===== src/rtl/serial_subtractor_if.sv =====
// Handshake and operand/result bundle for serial_subtractor.
// The optional ovf signal exists only when SERIAL_SUBTRACTOR_OVF_EN is defined.
interface serial_subtractor_if #(
    parameter int WIDTH = 8
);
    logic             start;
    logic [WIDTH-1:0] a;
    logic [WIDTH-1:0] b;
    logic             bin;
    logic             busy;
    logic             done;
    logic [WIDTH-1:0] diff;
    logic             bout;
    logic             zero;
`ifdef SERIAL_SUBTRACTOR_OVF_EN
    logic             ovf;

    modport master (output start, a, b, bin, input busy, done, diff, bout, zero, ovf);
    modport slave  (input start, a, b, bin, output busy, done, diff, bout, zero, ovf);
`else
    modport master (output start, a, b, bin, input busy, done, diff, bout, zero);
    modport slave  (input start, a, b, bin, output busy, done, diff, bout, zero);
`endif
endinterface


===== src/rtl/serial_subtractor.sv =====
// Digit-serial subtractor: diff = a - b - bin, DIGIT bits per clock, LSB first.
// Optional signed-overflow flag enabled by defining SERIAL_SUBTRACTOR_OVF_EN.
module serial_subtractor #(
    parameter int WIDTH = 8,
    parameter int DIGIT = 1
) (
    input  logic                clk,
    input  logic                rst_n,
    serial_subtractor_if.slave  io_bus
);
    localparam int S     = WIDTH / DIGIT;
    localparam int CNT_W = (S > 1) ? $clog2(S) : 1;
    localparam logic [CNT_W-1:0] LAST = CNT_W'(S - 1);

    localparam logic [1:0] ST_IDLE = 2'd0;
    localparam logic [1:0] ST_RUN  = 2'd1;
    localparam logic [1:0] ST_DONE = 2'd2;

    generate
        if (WIDTH < 1 || DIGIT < 1 || (WIDTH % DIGIT) != 0) begin : g_param_err
            $error("serial_subtractor: DIGIT must be >= 1 and divide WIDTH exactly");
        end
    endgenerate

    logic [1:0]       r_state;
    logic [WIDTH-1:0] r_a;
    logic [WIDTH-1:0] r_b;
    logic [WIDTH-1:0] r_shadow;
    logic [WIDTH-1:0] r_diff;
    logic             r_borrow;
    logic             r_bout;
    logic             r_zero;
    logic             r_done;
    logic [CNT_W-1:0] r_cnt;
`ifdef SERIAL_SUBTRACTOR_OVF_EN
    logic             r_ovf;
`endif

    logic [DIGIT:0]   w_sub;
    logic [WIDTH-1:0] w_merged;
    logic             w_last;

    // One slice of the difference; the top bit of w_sub is the outgoing borrow.
    always_comb begin
        w_sub    = {1'b0, r_a[int'(r_cnt) * DIGIT +: DIGIT]}
                 - {1'b0, r_b[int'(r_cnt) * DIGIT +: DIGIT]}
                 - {{DIGIT{1'b0}}, r_borrow};
        w_merged = r_shadow;
        w_merged[int'(r_cnt) * DIGIT +: DIGIT] = w_sub[DIGIT-1:0];
    end

    assign w_last = (r_cnt == LAST);

    always_ff @(posedge clk) begin
        if (!rst_n) begin
            r_state  <= ST_IDLE;
            r_a      <= '0;
            r_b      <= '0;
            r_shadow <= '0;
            r_diff   <= '0;
            r_borrow <= 1'b0;
            r_bout   <= 1'b0;
            r_zero   <= 1'b0;
            r_done   <= 1'b0;
            r_cnt    <= '0;
`ifdef SERIAL_SUBTRACTOR_OVF_EN
            r_ovf    <= 1'b0;
`endif
        end else begin
            case (r_state)
                ST_IDLE: begin
                    if (io_bus.start) begin
                        r_a      <= io_bus.a;
                        r_b      <= io_bus.b;
                        r_borrow <= io_bus.bin;
                        r_cnt    <= '0;
                        r_state  <= ST_RUN;
                    end
                end
                ST_RUN: begin
                    r_shadow <= w_merged;
                    r_borrow <= w_sub[DIGIT];
                    r_cnt    <= w_last ? '0 : r_cnt + 1'b1;
                    // Visible results change only here, so partial sums never leak out.
                    if (w_last) begin
                        r_diff  <= w_merged;
                        r_bout  <= w_sub[DIGIT];
                        r_zero  <= (w_merged == '0);
                        r_done  <= 1'b1;
                        r_state <= ST_DONE;
`ifdef SERIAL_SUBTRACTOR_OVF_EN
                        r_ovf   <= (r_a[WIDTH-1] != r_b[WIDTH-1]) &&
                                   (w_merged[WIDTH-1] != r_a[WIDTH-1]);
`endif
                    end
                end
                ST_DONE: begin
                    r_done  <= 1'b0;
                    r_state <= ST_IDLE;
                end
                default: begin
                    r_done  <= 1'b0;
                    r_state <= ST_IDLE;
                end
            endcase
        end
    end

    assign io_bus.busy = (r_state != ST_IDLE);
    assign io_bus.done = r_done;
    assign io_bus.diff = r_diff;
    assign io_bus.bout = r_bout;
    assign io_bus.zero = r_zero;
`ifdef SERIAL_SUBTRACTOR_OVF_EN
    assign io_bus.ovf  = r_ovf;
`endif
endmodule


===== src/flat_wrapper.sv =====
// flat-port wrapper written by rule: the top's interface ports become plain ports
module serial_subtractor_flat 
#(
    parameter int WIDTH = 8,
    parameter int DIGIT = 1
)
  (clk, rst_n, io_bus_start, io_bus_a, io_bus_b, io_bus_bin, io_bus_busy, io_bus_done, io_bus_diff, io_bus_bout, io_bus_zero);
  serial_subtractor_if #(.WIDTH(WIDTH)) io_bus_i ();
  input  logic clk;
  input  logic rst_n;
  input wire logic [$bits(io_bus_i.start)-1:0] io_bus_start;
  input wire logic [$bits(io_bus_i.a)-1:0] io_bus_a;
  input wire logic [$bits(io_bus_i.b)-1:0] io_bus_b;
  input wire logic [$bits(io_bus_i.bin)-1:0] io_bus_bin;
  output wire logic [$bits(io_bus_i.busy)-1:0] io_bus_busy;
  output wire logic [$bits(io_bus_i.done)-1:0] io_bus_done;
  output wire logic [$bits(io_bus_i.diff)-1:0] io_bus_diff;
  output wire logic [$bits(io_bus_i.bout)-1:0] io_bus_bout;
  output wire logic [$bits(io_bus_i.zero)-1:0] io_bus_zero;
  assign io_bus_i.start = io_bus_start;
  assign io_bus_i.a = io_bus_a;
  assign io_bus_i.b = io_bus_b;
  assign io_bus_i.bin = io_bus_bin;
  assign io_bus_busy = io_bus_i.busy;
  assign io_bus_done = io_bus_i.done;
  assign io_bus_diff = io_bus_i.diff;
  assign io_bus_bout = io_bus_i.bout;
  assign io_bus_zero = io_bus_i.zero;
  serial_subtractor #(.WIDTH(WIDTH), .DIGIT(DIGIT)) u_core (.clk(clk), .rst_n(rst_n), .io_bus(io_bus_i));
endmodule

===== config.mk =====
export PLATFORM = sky130hd
export DESIGN_NAME = serial_subtractor_flat
export DESIGN_NICKNAME = d
export VERILOG_FILES = /design/src/rtl/serial_subtractor_if.sv /design/src/rtl/serial_subtractor.sv /design/src/flat_wrapper.sv
export SDC_FILE = /design/constraint.sdc
export NUM_CORES = 1
export LEC_CHECK = 0
export CORE_ASPECT_RATIO = 0.6
export CORE_UTILIZATION = 53
export DETAILED_ROUTE_END_ITERATION = 12
export PLACE_DENSITY_LB_ADDON = 0.25
export SLEW_MARGIN = 10
export SYNTH_ARGS = -nofsm -noshare
export SYNTH_HDL_FRONTEND = slang
export SYNTH_SLANG_ARGS = --single-unit

===== constraint.sdc =====
create_clock -name clk -period 3.1 [get_ports clk]
set_input_delay 0.775 -clock clk [delete_from_list [all_inputs] [get_ports clk]]
set_output_delay 0.775 -clock clk [all_outputs]
set_load 0.01 [all_outputs]

Word-level counts from Yosys, hierarchy flattened
Index checks and enable logic that the tools add are counted.
- shift operators: 4
- $add $sub $neg: 4
- bitwise gates (word level): 1
- equal/unequal tests: 4
- multiplexer cells: 11
- reduce and logical (&&, ||, !) cells: 9
- operators with widths (kind ; number):
    $neg A3 Y33 ; 1
    $shift A1 B33 Y8 const A ; 1
    $shiftx A1 B33 Y8 ; 1
    $shiftx A8 B4 Y1 ; 2
    $reduce_and A2 Y1 ; 5
    $bwmux W8 ; 1
    $logic_not A8 Y1 ; 1
    $mux W3 ; 2
    $pmux W3 S2 ; 1
    $mux W2 ; 2
    $pmux W1 S2 ; 2
    $pmux W2 S2 ; 1
    $reduce_bool A2 Y1 ; 2
    $add A3 B1 Y3 const B ; 1
    $eq A3 B3 Y1 const B ; 1
    $eq A2 B1 Y1 const B ; 1
    $logic_not A2 Y1 ; 1
    $mux W1 ; 2
    $ne A2 B1 Y1 const B ; 1
    $ne A2 B2 Y1 const B ; 1
    $sub A1 B1 Y2 ; 1
    $sub A2 B1 Y2 ; 1
    $not A1 Y1 ; 1
- logic and storage cells: 43
- output and inout port bits: 12
- flip-flop bits (word level): 41

Depth between registers and ports, before layout
Gate-level depths: netlist (run 1).
- depth in word-level cells: 6
- gate-level depth with buffers: 10
- mapped depth without buffers: 9

Least setup slack after synthesis (run 1)
OpenSTA, ideal clock, no wires.
- path type: flip-flop to flip-flop
- from: register u_core.r_cnt[0]
- to: register u_core.r_shadow[2]
- path slack: 0.500 ns
- arrival time: 2.535 ns
- cell stages (with the launch flop): 11
- cell sequence: dfxtp_1 buf_4 mux4_2 nand2_1 nand2_1 fa_1 nand3b_1 nor4_1 a21oi_1 o21a_1 nor2_1
- cells in the longest elaborated chain, start to end: 5
- RTL lines (item ; RTL line ; text):
    start, declared ; serial_subtractor.sv:34 ; logic [CNT_W-1:0] r_cnt;
    start signal, assigned ; serial_subtractor.sv:83 ; r_cnt <= w_last ? '0 : r_cnt + 1'b1;
    $shiftx A8 B4 Y1 (on tied branches) ; serial_subtractor.sv:45, serial_subtractor.sv:46 ;
    $sub A1 B1 Y2 ; serial_subtractor.sv:46 ; - {1'b0, r_b[int'(r_cnt) * DIGIT +: DIGIT]}
    $sub A2 B1 Y2 ; serial_subtractor.sv:47 ; - {{DIGIT{1'b0}}, r_borrow};
    $shiftx A1 B33 Y8 ; serial_subtractor.sv:49 ; w_merged[int'(r_cnt) * DIGIT +: DIGIT] = w_sub[DIGIT-1:0];
    $bwmux W8 (*) ; serial_subtractor.sv:49 ;
    end signal, assigned ; serial_subtractor.sv:81 ; r_shadow <= w_merged;
    end, declared ; serial_subtractor.sv:28 ; logic [WIDTH-1:0] r_shadow;
Mark *: on every way between the ends. The rest lies on a longest branch, timed or not.
A chain may end at the register's enable or synchronous reset.

Worst setup path after layout (run 1)
- from: register u_core.r_cnt[1]
- to: register u_core.r_shadow[3]
The elaborated chain is that of the path after synthesis.

==> results of run 1 <==
cell usage in the layout (no fill, tap or decap), drive strengths merged, types with 3 or more instances in the layout:
cell	n
nor4	3
clkdlybuf4s50	31
dfxtp	41
nor3	4
nand2	45
clkbuf	6
mux4	4
mux2i	5
ha	7
o21ai	4
nand2b	3
nand3	3
a21oi	30
a211oi	13
nor2	29
inv	10
through the flow:
stage                     cells  cell area (µm²)  hold WS (ns)  power [mW]  setup slack [ns]
final                       311             2400        0.4599       1.084            0.3572
after global routing        311             2400        0.4863       1.136            0.1765
after CTS                   311             2400        0.4602       1.083            0.3684
after detailed placement    303             2317        0.4495      0.7591            0.3911
after global placement      303             2317        0.4469      0.7554            0.4509
after floorplan             238             2002        0.4331      0.7030            0.5003
cell families after synthesis:
family	after synthesis	synth area share, %
AND/OR/NAND/NOR	97	22.44
AO/OA/AOI/OAI	60	19.00
flip-flops	41	41.00
buffers and inverters	23	5.188
multiplexers	9	7.000
adder cells (fa/ha/maj)	8	5.375
cell usage after synthesis (all sizes together) (5+ instances only):
cell    number
nor2        29
dfxtp       41
inv         10
ha           7
buf          6
a211oi      13
mux2i        5
clkbuf       7
a21oi       30
nand2       45
worst paths after layout:
| path | startpoint | to | slack, ns | depth (start not counted) |
|---|---|---|---|---|
| max | u_core.r_cnt[1] | u_core.r_shadow[3] | 0.36 | 8 |
| min | u_core.r_b[4] | u_core.r_b[4] | 0.46 | 2 |
| max reg2reg | u_core.r_cnt[1] | u_core.r_shadow[3] | 0.36 | 8 |
| min reg2reg | u_core.r_b[4] | u_core.r_b[4] | 0.46 | 2 |
final cells by class:
cell class              count  area share (%)
multi-input cells         174           44.89
flip-flops and latches     41           34.20
repair buffers             33           13.56
clock buffers               6           3.024
well taps                  45           2.346
inverters                  10           1.564
clock inverters             2          0.4171
power by group through the flow:
| stage | registers, mW | clock network (mW) | logic [mW] |
|---|---|---|---|
| after floorplan | 0.573 | 0 | 0.130 |
| after global placement | 0.579 | 0 | 0.177 |
| after detailed placement | 0.579 | 0 | 0.180 |
| after CTS | 0.567 | 0.335 | 0.181 |
| after global routing | 0.571 | 0.363 | 0.202 |
| final | 0.568 | 0.334 | 0.182 |
registers in the layout (all words and copies together) (netlist names):
register and count:
u_core.io_bus.diff 8, u_core.r_a 8, u_core.r_b 8, u_core.r_shadow 8, u_core.r_cnt 3, u_core.r_state 2
u_core.io_bus.bout 1, u_core.io_bus.done 1, u_core.io_bus.zero 1, u_core.r_borrow 1
per-layer routing:
| metal | vias up | global-route usage, % | part of all wire, % |
|---|---|---|---|
| met5 | - | 0 | 0 |
| met4 | 0 | 5.060 | 0.58 |
| met3 | 4 | 6.111 | 7.9 |
| met2 | 67 | 33.06 | 40 |
| met1 | 783 | 37.17 | 51 |
| li1 | 883 | - | - |
worst max-delay path: stages (launching register included):
cell                       delay [ns]
sky130_fd_sc_hd__dfxtp_1         0.64
sky130_fd_sc_hd__mux4_2          0.38
sky130_fd_sc_hd__nand2_1         0.08
sky130_fd_sc_hd__nand2_1         0.06
sky130_fd_sc_hd__fa_1            0.65
sky130_fd_sc_hd__nand2b_1        0.12
sky130_fd_sc_hd__nor3_1          0.35
sky130_fd_sc_hd__a21oi_1         0.16
sky130_fd_sc_hd__a211oi_2        0.23
==> flow_results.org, run 1 <==
** Status
- The flow ran to the end, and the final reports show no timing, DRC or antenna violations.

** STA
- Minimum clock period :: 2.743 ns
- Sum of negative setup slack :: 0 ns
- Final period util :: 88.48%
- Total setup violations reported at the end of the flow :: 0
- In this run the tightest slew margin relative to its limit is 32.78%.
- Maximum clock frequency :: 364.6 MHz
- For the pin with the worst max-slew slack, the measured transition is 1.006 ns.
- The clock arrives with 0.006603 ns of skew.
- The count of final hold-check violations is 0.
- The number of max-slew violations in the final report was 0.
- Setup repair after global routing left no endpoint under its margin.

** Placement
- Final weighted congestion in routability-driven placement :: 0.8578
- Count of port buffers added during placement :: 31
- DP HPWL :: 3096 µm

** Yosys
- Cell area after technology mapping :: 2002 µm²
- Post-synth top area cell :: sky130_fd_sc_hd__dfxtp_1
- Mean instance size in the synthesized netlist :: 8.411 µm²
- Yosys printed 0 warnings.
- Number of instances in the synthesized netlist :: 238
- The synthesized design contains 0 enable-type register cells.
- After synthesis, the netlist uses 45 different library cells.
- Syn_nets :: 266
- Counting flops and latches in the post-synthesis netlist gives 41.
- In the synthesized netlist the async set-or-reset flop fraction comes to 0%.
- Area share of the largest cell type after synthesis :: 41.00%
- Most used flip-flop cell after synthesis :: sky130_fd_sc_hd__dfxtp_1
- After synthesis, the cell types taking the most area are sky130_fd_sc_hd__dfxtp_1 41%, sky130_fd_sc_hd__nand2_1 8.4%, sky130_fd_sc_hd__a21oi_1 7.5%.
- After synthesis, flip-flops and latches occupy 41.00% of the total area.

** Global route
- The via count of the first global-routing pass came to 1,540.
- Antenna violations before repair :: 0
- Global routing consumed, over all layers together, 24.10% of the routing resources.
- Gr ovfl total :: 0
- Pin count of the biggest net entering global routing :: 38
- First-pass GRT wire length :: 7410 µm

** Die
- Initial core utilization :: 58.48%
- DIE AREA :: 4035 µm²
- The die is 81.35 µm wide.
- During I/O placement, the number of pins put on the boundary was 32.
- The core region is 3423 µm².
- The die is 49.61 µm tall.
- Row generation in the floorplan step produced 16 rows.

** Power
- The analysis attributes to net switching a power of 0.2955 mW.
- Comb power frac :: 16.8%
- Cell internal power was estimated by the tool at 0.7880 mW.
- Net switching share of the total power :: 27.27%
- Maximum resistive drop on vdd :: 0.3243 mV
- Static Leak :: 0.8785 nW
- Sequential share of power :: 52.4%
- Power spread over the standard cell area amounts to 451.5 nW/µm².
- The clock network is responsible for 30.8% of the overall power.

** Clocking
- Gates resized during post-CTS repair numbered 0.
- TritonCTS built the clock tree.
- The root buffer cell chosen for the clock tree is sky130_fd_sc_hd__clkbuf_8.
- After clock tree synthesis, the clock-pin slew on the worst setup and hold paths is 0.08 ns.
- After clock tree synthesis, the flow added hold-fix buffers numbering 0.
- Clock tree synthesis found a total of 41 sinks.
- Number of buffers inserted to repair setup after CTS :: 0
- CTS built an H-tree with a depth of 2.
- Worst-skew pair later-pin latency :: 0.29 ns
- TritonCTS created 5 clock buffers.
- Number of buffers on the longest clock path :: 2

** Finish
- Layout cell share with drive strength beyond 1 :: 8.271%
- The number of antenna diodes in the final layout is 0.
- Summing all multi-input logic gate instances after layout gives 1077 µm².
- The sequential cells in the finished layout cover a total of 820.8 µm².
- Final core utilization :: 70.10%
- Area delta synth->final :: 19.87%
- In the final design database the tool counted 293 nets.
- The layout has 282 filler cells.

** Setup path
- The critical path is of the flip-flop to flip-flop type.
- Required arrival time at the worst endpoint :: 3.31 ns
- Type of element launching the critical path :: flip-flop
- Data arrival time of the critical path :: 2.96 ns
- Maximum fanout count along the critical path :: 13
- STA classifies the critical path endpoint as a flip-flop.

** Route
- In the routed design, unresolved DRC markers number 0.
- Using the TritonRoute via totals, the vias-per-cell ratio works out to 5.585.
- In the final routed layout, each cell accounts on average for 13.83 µm.
- The routed design has 4301 µm of wire.
- Violation count after the first detailed-route iteration :: 112
- The pre-antenna-repair detailed-routing pass consisted of 4 iterations.
- Summing over every cut layer, the via total after detailed routing is 1,737.
- The detail route stage leaves a number of antenna-violating nets equal to 0.

** Worst hold path
- The worst hold path belongs to the class flip-flop to flip-flop.

** Run
- Max-cap violations in this run came to 0.
Note: power is estimated with default switching activity, not from simulation.
==> run 2: changes to the inputs <==
--- a/config.mk
+++ b/config.mk
@@ -5,10 +5,12 @@
 export SDC_FILE = /design/constraint.sdc
 export NUM_CORES = 1
 export LEC_CHECK = 0
+export ABC_AREA = 1
 export CORE_ASPECT_RATIO = 0.6
-export CORE_UTILIZATION = 53
+export CORE_UTILIZATION = 52
 export DETAILED_ROUTE_END_ITERATION = 12
 export PLACE_DENSITY_LB_ADDON = 0.25
+export SETUP_SLACK_MARGIN = 0.4
 export SLEW_MARGIN = 10
 export SYNTH_ARGS = -nofsm -noshare
 export SYNTH_HDL_FRONTEND = slang
==> run 2 against run 1 <==
Against the previous run:
- sequential power rose by 2%
- global-route usage rose by 2.0 points
- power rose by 15%
- sequential cell count did not move
- register-to-register slack improved by 0.26 ns
- critical path type unchanged
- worst hold slack improved by 0.011 ns
- critical endpoint is now u_core.io_bus.zero
- first-iteration DRC count rose by 26%
- clock skew fell by 0.0048 ns
- count of clock-buffer cells in the layout rose by 1
- routed wire length rose by 6.5%
==> flow_results.org, run 2 <==
** Die
- The starting utilization of the core area came to 57.02% (-1.5 points).
- DIE AREA :: 3988 µm² (-1.2%)
- Boundary Pins :: 32 (unchanged)
- The die span in x was 80.87 µm (-0.59%).
- # rows :: 16 (unchanged)
- Vertical die dimension :: 49.32 µm (-0.57%)
- Floorplan core area :: 3403 µm² (-0.58%)

** Yosys
- The synthesized area per cell came to 7.057 µm² (-16%).
- The number of warnings printed during yosys synthesis is 0 (unchanged).
- Biggest area contributors in the synthesized netlist :: sky130_fd_sc_hd__dfxtp_1 42%, sky130_fd_sc_hd__nor2_1 12%, sky130_fd_sc_hd__o21ai_0 11%
- Synthesized flop and latch total :: 41 (unchanged)
- Adder-Cell Fraction of Synth Area :: 5.545% (+0.17 points)
- Post-synthesis simple-gate area fraction :: 25.21% (+2.8 points)
- Ranking of synthesized cells by instance count :: 62 x sky130_fd_sc_hd__nor2_1, 41 x sky130_fd_sc_hd__dfxtp_1, 41 x sky130_fd_sc_hd__o21ai_0
- Number of instances in the synthesized netlist :: 275 (+16%)
- Post-synth top area cell :: sky130_fd_sc_hd__dfxtp_1
- Combinational family with the most area after synthesis :: simple AND/OR/NAND/NOR gates
- The synthesized-area fraction occupied by ao, oa, aoi and oai cells came to 18.76% (-0.24 points).
- The post-synth design cell area came to 1941 µm² (-3.1%).
- Yosys cell types :: 25 (-44%)
- Yosys instantiated no cell more often than sky130_fd_sc_hd__nor2_1.
- Post-synthesis share of cell area spent on xor and xnor gates :: 0% (unchanged)
- The portion of the post-synthesis area used by sequential elements came to 42.30% (+1.3 points).
- Among all flip-flop cells after synthesis, the most frequent one is sky130_fd_sc_hd__dfxtp_1.
- The number of enable-type register cells in the synthesized netlist came to 0 (unchanged).
- Multiplexer share of the synthesized area :: 0% (-7.0 points)
- Syn_nets :: 303 (+14%)
- Fraction of registers with async set/reset :: 0% (unchanged)
- The area share of the leading cell type in the synthesized netlist was 42.30% (+1.3 points).

** Power
- The power density over the cells is 518.4 nW/µm² (+15%).
- The peak ir drop on the vdd network was 0.3188 mV (-1.7%).
- The leakage power of the design came to 1.035 nW (+18%).

** Global route
- First-pass GRT wire length :: 7955 µm (+7.4%)
- Number of global-route vias before repair :: 1,779 (+16%)
- The global router's overall resource usage was 26.14% (+2.0 points).
- The number of antenna violations at the first check in global routing is 0 (unchanged).
- The total overflow reported by the global router was 0 (unchanged).
- The largest net degree at the start of global routing is 36 (-5.3%).

** Clocking
- The post-CTS clock slew at the launch and capture registers of the worst setup and hold paths is 0.08 ns (about the same).
- Worst-skew pair later-pin latency :: 0.29 ns (about the same)
- Number of buffers on the longest clock path :: 2 (unchanged)
- The H-tree depth came to 2 (unchanged).
- The clock buffer count from CTS is 5 (unchanged).
- Root buffer cell :: sky130_fd_sc_hd__clkbuf_8
- Sink Count :: 41 (unchanged)
- The buffers inserted during post-CTS setup optimization was 0 (unchanged).
- CTS tree :: built

** STA
- Transition time at the pin with the least slew margin :: 0.4460 ns (-0.5601 ns)
- Maximum clock frequency :: 402.7 MHz (+10%)
- Setup clock skew after layout :: 0.001830 ns (-0.004773 ns)
- The worst relative slew slack was 70.23% (+37 points).
- Number of endpoints with negative hold slack in the final report :: 0 (unchanged)
- Worst-case hold slack :: 0.4704 ns (+0.01050 ns)
- The clock period minus worst slack is 2.483 ns (-0.2597 ns).
- The sum of negative setup slack came to 0 ns (unchanged).
- Total setup violations reported at the end of the flow :: 0 (unchanged)
- Final period util :: 80.10% (-8.4 points)
- Unrepaired setup endpoints after global routing :: no
- Final Max Slew Viols :: 0 (unchanged)

** Status
- Result of the run :: finished, final reports clean

** Setup path
- R2r worst-path depth :: 15 (+7)
- Count of buffer and inverter cells on the critical path :: 2 (+2)
- Stages on worst setup path :: 15 (+7)
- Slowest stage delay, CP :: 0.49 ns (-0.16 ns)
- The endpoint required time on the critical path came to 3.33 ns (+0.02 ns).
- The critical path arrival came to 2.71 ns (-0.25 ns).
- Kind of cell with the highest combined delay on the critical path :: simple AND/OR/NAND/NOR gates
- The critical path goes through inv_2 > o21ai_0 > o22ai_1 > nor2_1 > a31oi_1 > fa_1 > inv_1 > nor2_1 > nand2_1 > nand3_1 > nand2_1 > nand3_1 > nor2_1 > nand2_1 > a21oi_1.
- Register-to-register setup slack :: 0.62 ns (+0.26 ns)
- The largest individual stage delay along the critical path comes from the cell sky130_fd_sc_hd__fa_1.
- The worst setup path is captured at a flip-flop.
- Type of the worst setup path :: flip-flop to flip-flop
- Maximum fanout count along the critical path :: 14 (+1)
- Type of element launching the critical path :: flip-flop

** Route
- The via count of the routed design is 1,919 (+10%).
- The count of nets left with antenna violations after detail routing came to 0 (unchanged).
- The average vias per placed instance was 5.467 (-2.1%).
- WL per Instance :: 13.05 µm (-5.6%)
- Total Wirelength :: 4580 µm (+6.5%)
- The DRC violations left is 0 (unchanged).
- The first-iteration detailed-routing DRC count came to 141 (+26%).
- The number of detailed-routing iterations run before antenna repair came to 4 (unchanged).

** Finish
- Final non-filler cell total :: 351 (+13%)
- The count of inserted antenna diode cells came to 0 (unchanged).
- Layout cell share with drive strength beyond 1 :: 5.882% (-2.4 points)
- Layout net count :: 333 (+14%)
- Leading cell type in the layout, fill and taps excluded :: sky130_fd_sc_hd__nor2_1
- In the layout the commonest cells are 62 x sky130_fd_sc_hd__nor2_1, 41 x sky130_fd_sc_hd__o21ai_0, 39 x sky130_fd_sc_hd__dfxtp_1.
- Area delta synth->final :: 23.60%
- Fillers :: 300 (+6.4%)

** Worst hold path
- The number of cells traversed by the worst hold path came to 2 (unchanged).
- Class of the worst hold path :: flip-flop to flip-flop

** Placement
- Count of port buffers added during placement :: 31 (unchanged)
- Final weighted congestion in routability-driven placement :: 0.8476 (-1.2%)
- The number of placed instances with taps included came to 343 (+13%).
- The HPWL after detailed placement came to 3102 µm (+0.20%).

** Run
- Count of max-cap constraint violations :: 0 (unchanged)
==> run 2: cell types whose count changed after synthesis, sizes merged, moves of 10 or more <==
cell / previous run / this run
nand3: 3 / 13
o21ai: 4 / 41
a211oi: 13 / 0
inv: 10 / 27
a21oi: 30 / 17
nor2: 29 / 63
==> run 2: cells by family (layout without fill, tap and decap cells) <==
family | Yosys count | count (layout)
compound gates | 68 | 68
flops | 41 | 41
fa+ha+maj | 8 | 8
buf+inv | 39 | 70
simple gates | 119 | 119
==> run 2: power by group <==
part | internal [mW] | switching, mW | total, mW
Combinational | 0.0858 | 0.131 | 0.216
Clock | 0.263 | 0.186 | 0.449
Sequential | 0.558 | 0.0205 | 0.578
Total | 0.906 | 0.337 | 1.24
==> run 2: through the flow <==
stage | total power, mW | utilization (%) | setup slack [ns] | cell area (µm²)
after floorplan | 0.7307 | - | 0.7311 | 1941
after global placement | 0.7921 | 66.99 | 0.7171 | 2280
after detailed placement | 0.7979 | 66.99 | 0.6205 | 2280
after CTS | 1.239 | 70.40 | 0.6040 | 2396
after global routing | 1.304 | 70.48 | 0.4243 | 2399
final | 1.243 | 70.48 | 0.6169 | 2399
==> run 2: tightest hold or removal path: stages (launching register included) <==
cell                      delay, ns
sky130_fd_sc_hd__dfxtp_1       0.31
sky130_fd_sc_hd__nand2_1       0.06
sky130_fd_sc_hd__a21oi_1       0.05
==> run 2: final timing paths <==
| check | start | to |
|---|---|---|
| hold reg to reg | u_core.io_bus.done | u_core.io_bus.done |
| setup reg to reg | u_core.r_cnt[0] | u_core.io_bus.zero |
| setup / recovery | u_core.r_cnt[0] | u_core.io_bus.zero |
| hold / removal | u_core.io_bus.done | u_core.io_bus.done |
==> run 2: repair_timing <==
item                                    in CTS  in global routing
endpoints found under the setup margin       0                  1
gates resized for setup                      0                  2
hold buffers                                 0                  0
==> run 2: final cells by class <==
type | instances | area, µm² | area share [%]
flip-flops and latches | 41 | 823.3 | 34.32
repair buffers | 35 | 340.3 | 14.19
clock buffers | 7 | 86.33 | 3.599
multi-input cells | 195 | 960.9 | 40.06
inverters | 27 | 101.3 | 4.225
clock inverters | 1 | 30.03 | 1.252
well taps | 45 | 56.30 | 2.347
==> run 2: routing by layer <==
metal	GRT usage, %	part of all wire (%)	up-vias
met1	37.41	52	879
met2	38.94	40	79
met5	0	0	-
met4	6.845	1.2	0
li1	-	-	954
met3	6.355	7.6	7
